[src/rtl/rv_mmio_monitor.sv]
// MMIO test-harness peripheral on the picorv32 native bus: tohost exit
// register, console byte FIFO drained over valid/ready, free-running cycle
// counter and a watchdog.
//
// state | meaning
// ------+-----------------------------------------------------------
// IDLE  | waiting for a request in the window
// STALL | console push pending while the FIFO is full
// ACK   | one-cycle acknowledge; read data is presented
module rv_mmio_monitor #(
  parameter logic [31:0] MMIO_BASE      = 32'h1000_0000,
  parameter int          FIFO_DEPTH     = 16,
  parameter logic [31:0] TIMEOUT_CYCLES = 32'd1_000_000
) (
  input  logic        clk,
  input  logic        resetn,
  input  logic        mem_valid,
  input  logic        mem_instr,
  input  logic [31:0] mem_addr,
  input  logic [31:0] mem_wdata,
  input  logic [3:0]  mem_wstrb,
  output logic        mmio_sel,
  output logic        mmio_ready,
  output logic [31:0] mmio_rdata,
  output logic        tx_valid,
  output logic [7:0]  tx_data,
  input  logic        tx_ready,
  output logic        done,
  output logic [30:0] exit_code,
  output logic        timeout
);

  localparam int AW = $clog2(FIFO_DEPTH);
  localparam int CW = AW + 1;

  typedef enum logic [1:0] {S_IDLE, S_STALL, S_ACK} state_t;

  state_t        state, state_nxt;
  logic [AW-1:0] wr_ptr, rd_ptr;
  logic [CW-1:0] count;
  logic [7:0]    mem [FIFO_DEPTH];
  logic [31:0]   cycle_cnt;
  logic [31:0]   wd_cnt;
  logic [31:0]   rd_data;
  logic [31:0]   status;
  logic          fifo_full, fifo_empty;
  logic          is_write, console_push, tohost_set;
  logic          push, pop, take, done_set;
  logic          unused_addr_bits;

  assign unused_addr_bits = ^mem_addr[1:0];

  assign mmio_sel     = mem_valid && (mem_addr[31:4] == MMIO_BASE[31:4]);
  assign mmio_ready   = (state == S_ACK);
  assign fifo_full    = (count == CW'(FIFO_DEPTH));
  assign fifo_empty   = (count == '0);
  assign tx_valid     = !fifo_empty;
  assign tx_data      = tx_valid ? mem[rd_ptr] : 8'h00;
  assign pop          = tx_valid && tx_ready;

  // Instruction fetches never cause side effects, so they are masked out here.
  assign is_write     = |mem_wstrb;
  assign console_push = !mem_instr && (mem_addr[3:2] == 2'd1) && mem_wstrb[0];
  assign tohost_set   = !mem_instr && (mem_addr[3:2] == 2'd0) && is_write &&
                        mem_wdata[0] && !done;
  assign done_set     = take && (state == S_IDLE) && tohost_set;

  // Status word and read-data mux; writes and fetches return zero.
  always_comb begin
    status       = 32'h0;
    status[0]    = done;
    status[1]    = timeout;
    status[2]    = fifo_full;
    status[3]    = fifo_empty;
    status[15:8] = 8'(count);
    rd_data      = 32'h0;
    if (!mem_instr && !is_write) begin
      case (mem_addr[3:2])
        2'd0:    rd_data = {exit_code, done};
        2'd2:    rd_data = status;
        2'd3:    rd_data = cycle_cnt;
        default: rd_data = 32'h0;
      endcase
    end
  end

  // Next-state logic; take marks the edge that commits an access and loads read data.
  always_comb begin
    state_nxt = state;
    push      = 1'b0;
    take      = 1'b0;
    case (state)
      S_IDLE: begin
        if (mmio_sel && !mmio_ready) begin
          if (console_push && fifo_full) begin
            state_nxt = S_STALL;
          end else begin
            state_nxt = S_ACK;
            take      = 1'b1;
            push      = console_push;
          end
        end
      end
      S_STALL: begin
        if (!mmio_sel) begin
          state_nxt = S_IDLE;
        end else if (!fifo_full) begin
          state_nxt = S_ACK;
          take      = 1'b1;
          push      = 1'b1;
        end
      end
      S_ACK:   state_nxt = S_IDLE;
      default: state_nxt = S_IDLE;
    endcase
  end

  // FSM state register.
  always_ff @(posedge clk or negedge resetn) begin
    if (!resetn) state <= S_IDLE;
    else         state <= state_nxt;
  end

  // FIFO pointers and occupancy; push and pop in the same cycle leave count unchanged.
  always_ff @(posedge clk or negedge resetn) begin
    if (!resetn) begin
      wr_ptr <= '0;
      rd_ptr <= '0;
      count  <= '0;
    end else begin
      if (push) wr_ptr <= wr_ptr + 1'b1;
      if (pop)  rd_ptr <= rd_ptr + 1'b1;
      case ({push, pop})
        2'b10:   count <= count + 1'b1;
        2'b01:   count <= count - 1'b1;
        default: count <= count;
      endcase
    end
  end

  // FIFO storage; contents are don't-care until written, tx_data is gated when empty.
  always_ff @(posedge clk) begin
    if (push) mem[wr_ptr] <= mem_wdata[7:0];
  end

  // Tohost latch and registered read data (zero outside the ack cycle).
  always_ff @(posedge clk or negedge resetn) begin
    if (!resetn) begin
      done       <= 1'b0;
      exit_code  <= '0;
      mmio_rdata <= '0;
    end else begin
      if (done_set) begin
        done      <= 1'b1;
        exit_code <= mem_wdata[31:1];
      end
      mmio_rdata <= take ? rd_data : 32'h0;
    end
  end

  // Cycle counter and watchdog; a tohost write on the expiry edge suppresses timeout.
  always_ff @(posedge clk or negedge resetn) begin
    if (!resetn) begin
      cycle_cnt <= '0;
      wd_cnt    <= '0;
      timeout   <= 1'b0;
    end else begin
      cycle_cnt <= cycle_cnt + 32'd1;
      if ((TIMEOUT_CYCLES != 32'd0) && !done && !timeout) begin
        wd_cnt <= wd_cnt + 32'd1;
        if ((wd_cnt == TIMEOUT_CYCLES - 32'd1) && !done_set) timeout <= 1'b1;
      end
    end
  end

endmodule

[config.mk]
export PLATFORM = sky130hd
export DESIGN_NAME = rv_mmio_monitor
export DESIGN_NICKNAME = d
export VERILOG_FILES = /design/src/rtl/rv_mmio_monitor.sv
export SDC_FILE = /design/constraint.sdc
export NUM_CORES = 1
export LEC_CHECK = 0
export ABC_AREA = 1
export BUFFER_PORTS_ARGS = -buffer_cell sky130_fd_sc_hd__buf_2
export CORE_MARGIN = 5
export CORE_UTILIZATION = 58
export CTS_BUF_LIST = sky130_fd_sc_hd__clkbuf_8
export CTS_CLUSTER_SIZE = 16
export DETAILED_ROUTE_END_ITERATION = 8
export PLACE_DENSITY = 0.86
export SLEW_MARGIN = 20
export SYNTH_ARGS = -nofsm -noshare
export SYNTH_HDL_FRONTEND = slang
export SYNTH_SLANG_ARGS = --single-unit
export TNS_END_PERCENT = 20
[constraint.sdc]
create_clock -name clk -period 2.75 [get_ports clk]
set_input_delay 0.55 -clock clk [delete_from_list [all_inputs] [get_ports clk]]
set_output_delay 0.55 -clock clk [all_outputs]
set_load 0.02 [all_outputs]
==> metrics.md <==
| Metric | Value |
|---|---|
| Io pins | `149` |
| RSZ-0062 raised after global routing | `true` |
| Flop2flop setup slack | `0.10 ns` |
| Fillers | `1392` |
| FF-to-FF End | `count[4]` |
| Final-report setup violation count | `5` |
| Warnings from Yosys | `0` |
| Placed Instance Area | `13660 um2` |
| Clock transition at path regs | `0.07 ns` |
| Die ar. | `24420 um2` |
| P_int | `7.384 mW` |
| Crit path cell chain | `clkinv_4 > buf_12 > buf_16 > o21ai_0 > o221ai_1 > nand3_1 > a21oi_2 > buf_4` |
| Pin count of the biggest net entering global routing | `71` |
| Max clock buf depth | `3` |
| Synthesized Nets | `1324` |
| Main combinational cell family by area after synthesis | `simple AND/OR/NAND/NOR gates` |
| Worst Setup Start Kind | `register` |
| Comb pwr share | `31.4%` |
| Final instance area | `14910 um2` |
| Start point of the critical path | `rd_ptr[0]` |
| Simple-gate share of the synthesized area | `20.94%` |
| Crit path capture | `tx_data[2]` |
| Post-synthesis mux area share | `0%` |
| Part of the power in registers | `40.1%` |
| Worst hold path class | `primary input to register` |
| Clk sinks | `272` |
| Compound-cell area share of the yosys netlist | `8.238%` |
| Area share of the largest cell type after synthesis | `30.98%` |
| Slowest CP cell | `dfrtp_2` |
| Worst Slack Setup Final | `-0.04467 ns` |
| Core area | `21020 um2` |
| Final HPWL DP | `21340 um` |
| Fin crit share | `101.6%` |
| Ant. Diodes | `0` |
| Sequential area share after synthesis | `60.02%` |
| Clock Skews | `0.01789 ns` |
| Syn_area_per_cell | `10.01 um2` |
| Net Sw Frac | `33.43%` |
| Synth Area in Adders | `1.109%` |
| Vias in the first global route | `10219` |
| Final hold slack | `0.2257 ns` |
| Nets@finish | `1531` |
| WS Path Type | `register to output port` |
| Switching power | `3.708 mW` |
| Pwr/cell area | `743.8 nW/um2` |
| Total GRT Usage | `26.95%` |
| First-pass GRT wire length | `52230 um` |
| CTS root buf | `clkbuf_8` |
| DRT antenna net count | `0` |
| Htree depth | `2` |
| DRC Markers | `0` |
| Routed WL per cell | `18.84 um` |
| CTS buffer count | `42` |
| Yosys cell types | `42` |
| Row count | `53` |
| Post-synthesis xor/xnor area fraction | `4.870%` |
| Outcome | `finished, violations left` |
| Pre-antenna DRT Iters | `5` |
| Mapped Area | `12410 um2` |
| # port buffers | `146` |
| Clock group share of total power | `28.6%` |
| Pleak | `6.620 nW` |
| Fmax | `357.8 MHz` |
| Synthesis-stage register bit count | `272` |
| Pre-CTS worst setup slack | `-0.1380 ns` |
| Synth area leaders | `edfxtp_1 31%, dfrtp_1 29%, nand2_1 7.4%` |
| FF-to-FF Start | `count[0]` |
| Initial Utilization | `59.03%` |
| R2R cell count | `15` |
| Worst Path Arrival | `2.24 ns` |
| Detailed Route WL | `33020 um` |
| Max-Cap Viols | `0` |
| Syn-to-layout area delta | `20.19%` |
| Global route overflow | `0` |
| Final hold viol count | `0` |
| Initial antenna violation count | `0` |
| Die Y | `156.3 um` |
| Slew margin rel. | `60.29%` |
| Die width | `156.3 um` |
| Critical Path RT | `2.20 ns` |
| Slew at the pin with the worst max-slew slack | `0.5907 ns` |
| Worst VDD drop | `0.3847 mV` |
| Layout cells sized above 1 | `23.68%` |
| Worst-Skew Late Latency | `0.56 ns` |
| Routed vias | `10122` |
| Failing checks | `negative setup slack` |
| Fin crit period | `2.795 ns` |
| Post-DR vias/cell | `5.774` |
| CP Capture Type | `output port` |
| Slew Limit Fails | `0` |
| Synth area leader | `edfxtp_1` |
| CP max stage delay | `0.47 ns` |
| DR iter-0 viols | `878` |
| CTS tree | `done` |
| Synth Instances | `1240` |
| Final Wtd Congestion | `0.8866` |
| Crit Path Max Fanout | `18` |
cells in the mapped netlist (all sizes together):
cell,n
o22ai,10
or2,3
o221ai,21
inv,98
nand2,251
o21bai,1
clkbuf,29
nor4,8
nand3,86
a31oi,1
xnor2,19
and3,1
nand4,18
o21ai,79
a21oi,45
nor3b,1
dfrtp,144
nor3,45
buf,14
o211ai,2
edfxtp,128
a221oi,5
xor2,50
clkinv,1
nor2,168
o2111a,1
ha,11
cells by family after synthesis:
family,count (synthesis)
and+or+nand+nor,581
AOI/OAI and AO/OA,165
adders and majority gates,11
DFF,272
xor gates and xnor gates,69
buffers and inverters,142
metrics by stage:
stage / util, % / setup TNS [ns] / std cells / power (mW)
2_1_floorplan: - / 0 / 1240 / 6.014
3_3_place_gp: 64.97 / 0 / 1664 / 6.782
3_5_place_dp: 64.97 / -0.2683 / 1664 / 6.910
4_1_cts: 70.62 / 0 / 1752 / 10.88
5_1_grt: 70.94 / -0.6237 / 1753 / 11.50
6_report: 70.94 / -0.1415 / 1753 / 11.09
repair_timing:
item / CTS / global route
buffers inserted: 5 / 2
hold endpoints to repair: 29 / 0
pin swaps: 15 / 12
cloned: 7 / 0
setup endpoints to repair: 8 / 10
hold buffers: 1 / 0
resized for setup: 49 / 28
layout by cell type, fill, tap and decap left out, types with 4 or more instances in the layout:
cell and instances:
clkbuf_8 49, nand3_1 82, edfxtp_1 128, dfrtp_1 142, o22ai_1 7, buf_16 4, o21ai_1 13, nor2_2 14
a221oi_1 5, buf_4 52, xor2_1 50, nor4_1 7, ha_1 10, buf_2 137, clkinv_1 5, o21ai_2 8
a21oi_1 17, o221ai_1 16, o21ai_0 58, inv_1 111, o221ai_2 5, nand3_2 4, xnor2_1 19, nand4_1 15
a21oi_2 28, nor3_1 40, buf_12 6, nand2_1 245, nor2_1 151
cell type report:
type | count | area (um2) | area share (%)
flip-flops and latches | 272 | 7450 | 49.95
multi-input cells | 826 | 4503 | 30.20
repair buffers | 206 | 1448 | 9.707
clock buffers | 49 | 674.4 | 4.522
inverters | 99 | 382.9 | 2.567
well taps | 275 | 344.1 | 2.307
clock inverters | 26 | 111.4 | 0.7467
registers in the layout (all words and copies together) (netlist names):
signal and flops:
timeout 1, state 2, mmio_rdata 32, wd_cnt 32
count 5, exit_code 31, cycle_cnt 32, rd_ptr 4
wr_ptr 4, done 1, mem 128
metal layers:
metal | share of wire (%) | GRT usage, % | vias up
met4 | 4.5 | 12.11 | 0
li1 | - | - | 4622
met5 | 0 | 0 | -
met3 | 7.4 | 4.812 | 122
met2 | 51 | 47.02 | 498
met1 | 37 | 32.83 | 4880
worst min path at each step:
stage / start / endpoint / slack (ns) / cells after the start
finish: mem_wdata[28] / exit_code[27] / 0.23 / 3
detailed placement: resetn / rd_ptr[2] / 0.46 / 1
floorplan: resetn / count[0] / 0.25 / 0
CTS: mem_wdata[28] / exit_code[27] / 0.20 / 3
global route: mem_wdata[28] / exit_code[27] / 0.22 / 3
global placement: resetn / rd_ptr[2] / 0.46 / 1
critical path: cells and delay by family, from the launching register on:
kind            cells  cell delay [ns]
simple gates        1             0.18
flops               1             0.47
buf+inv             4             0.54
compound gates      3             0.49
power groups by stage:
| stage | registers [mW] | clock network [mW] | logic (mW) |
|---|---|---|---|
| final | 4.44 | 3.17 | 3.48 |
| after global routing | 4.45 | 3.39 | 3.66 |
| after global placement | 4.49 | 0 | 2.29 |
| after CTS | 4.43 | 3.19 | 3.27 |
| after detailed placement | 4.49 | 0 | 2.42 |
| after floorplan | 4.48 | 0 | 1.54 |
No activity file was read; power rests on OpenSTA's default activity.
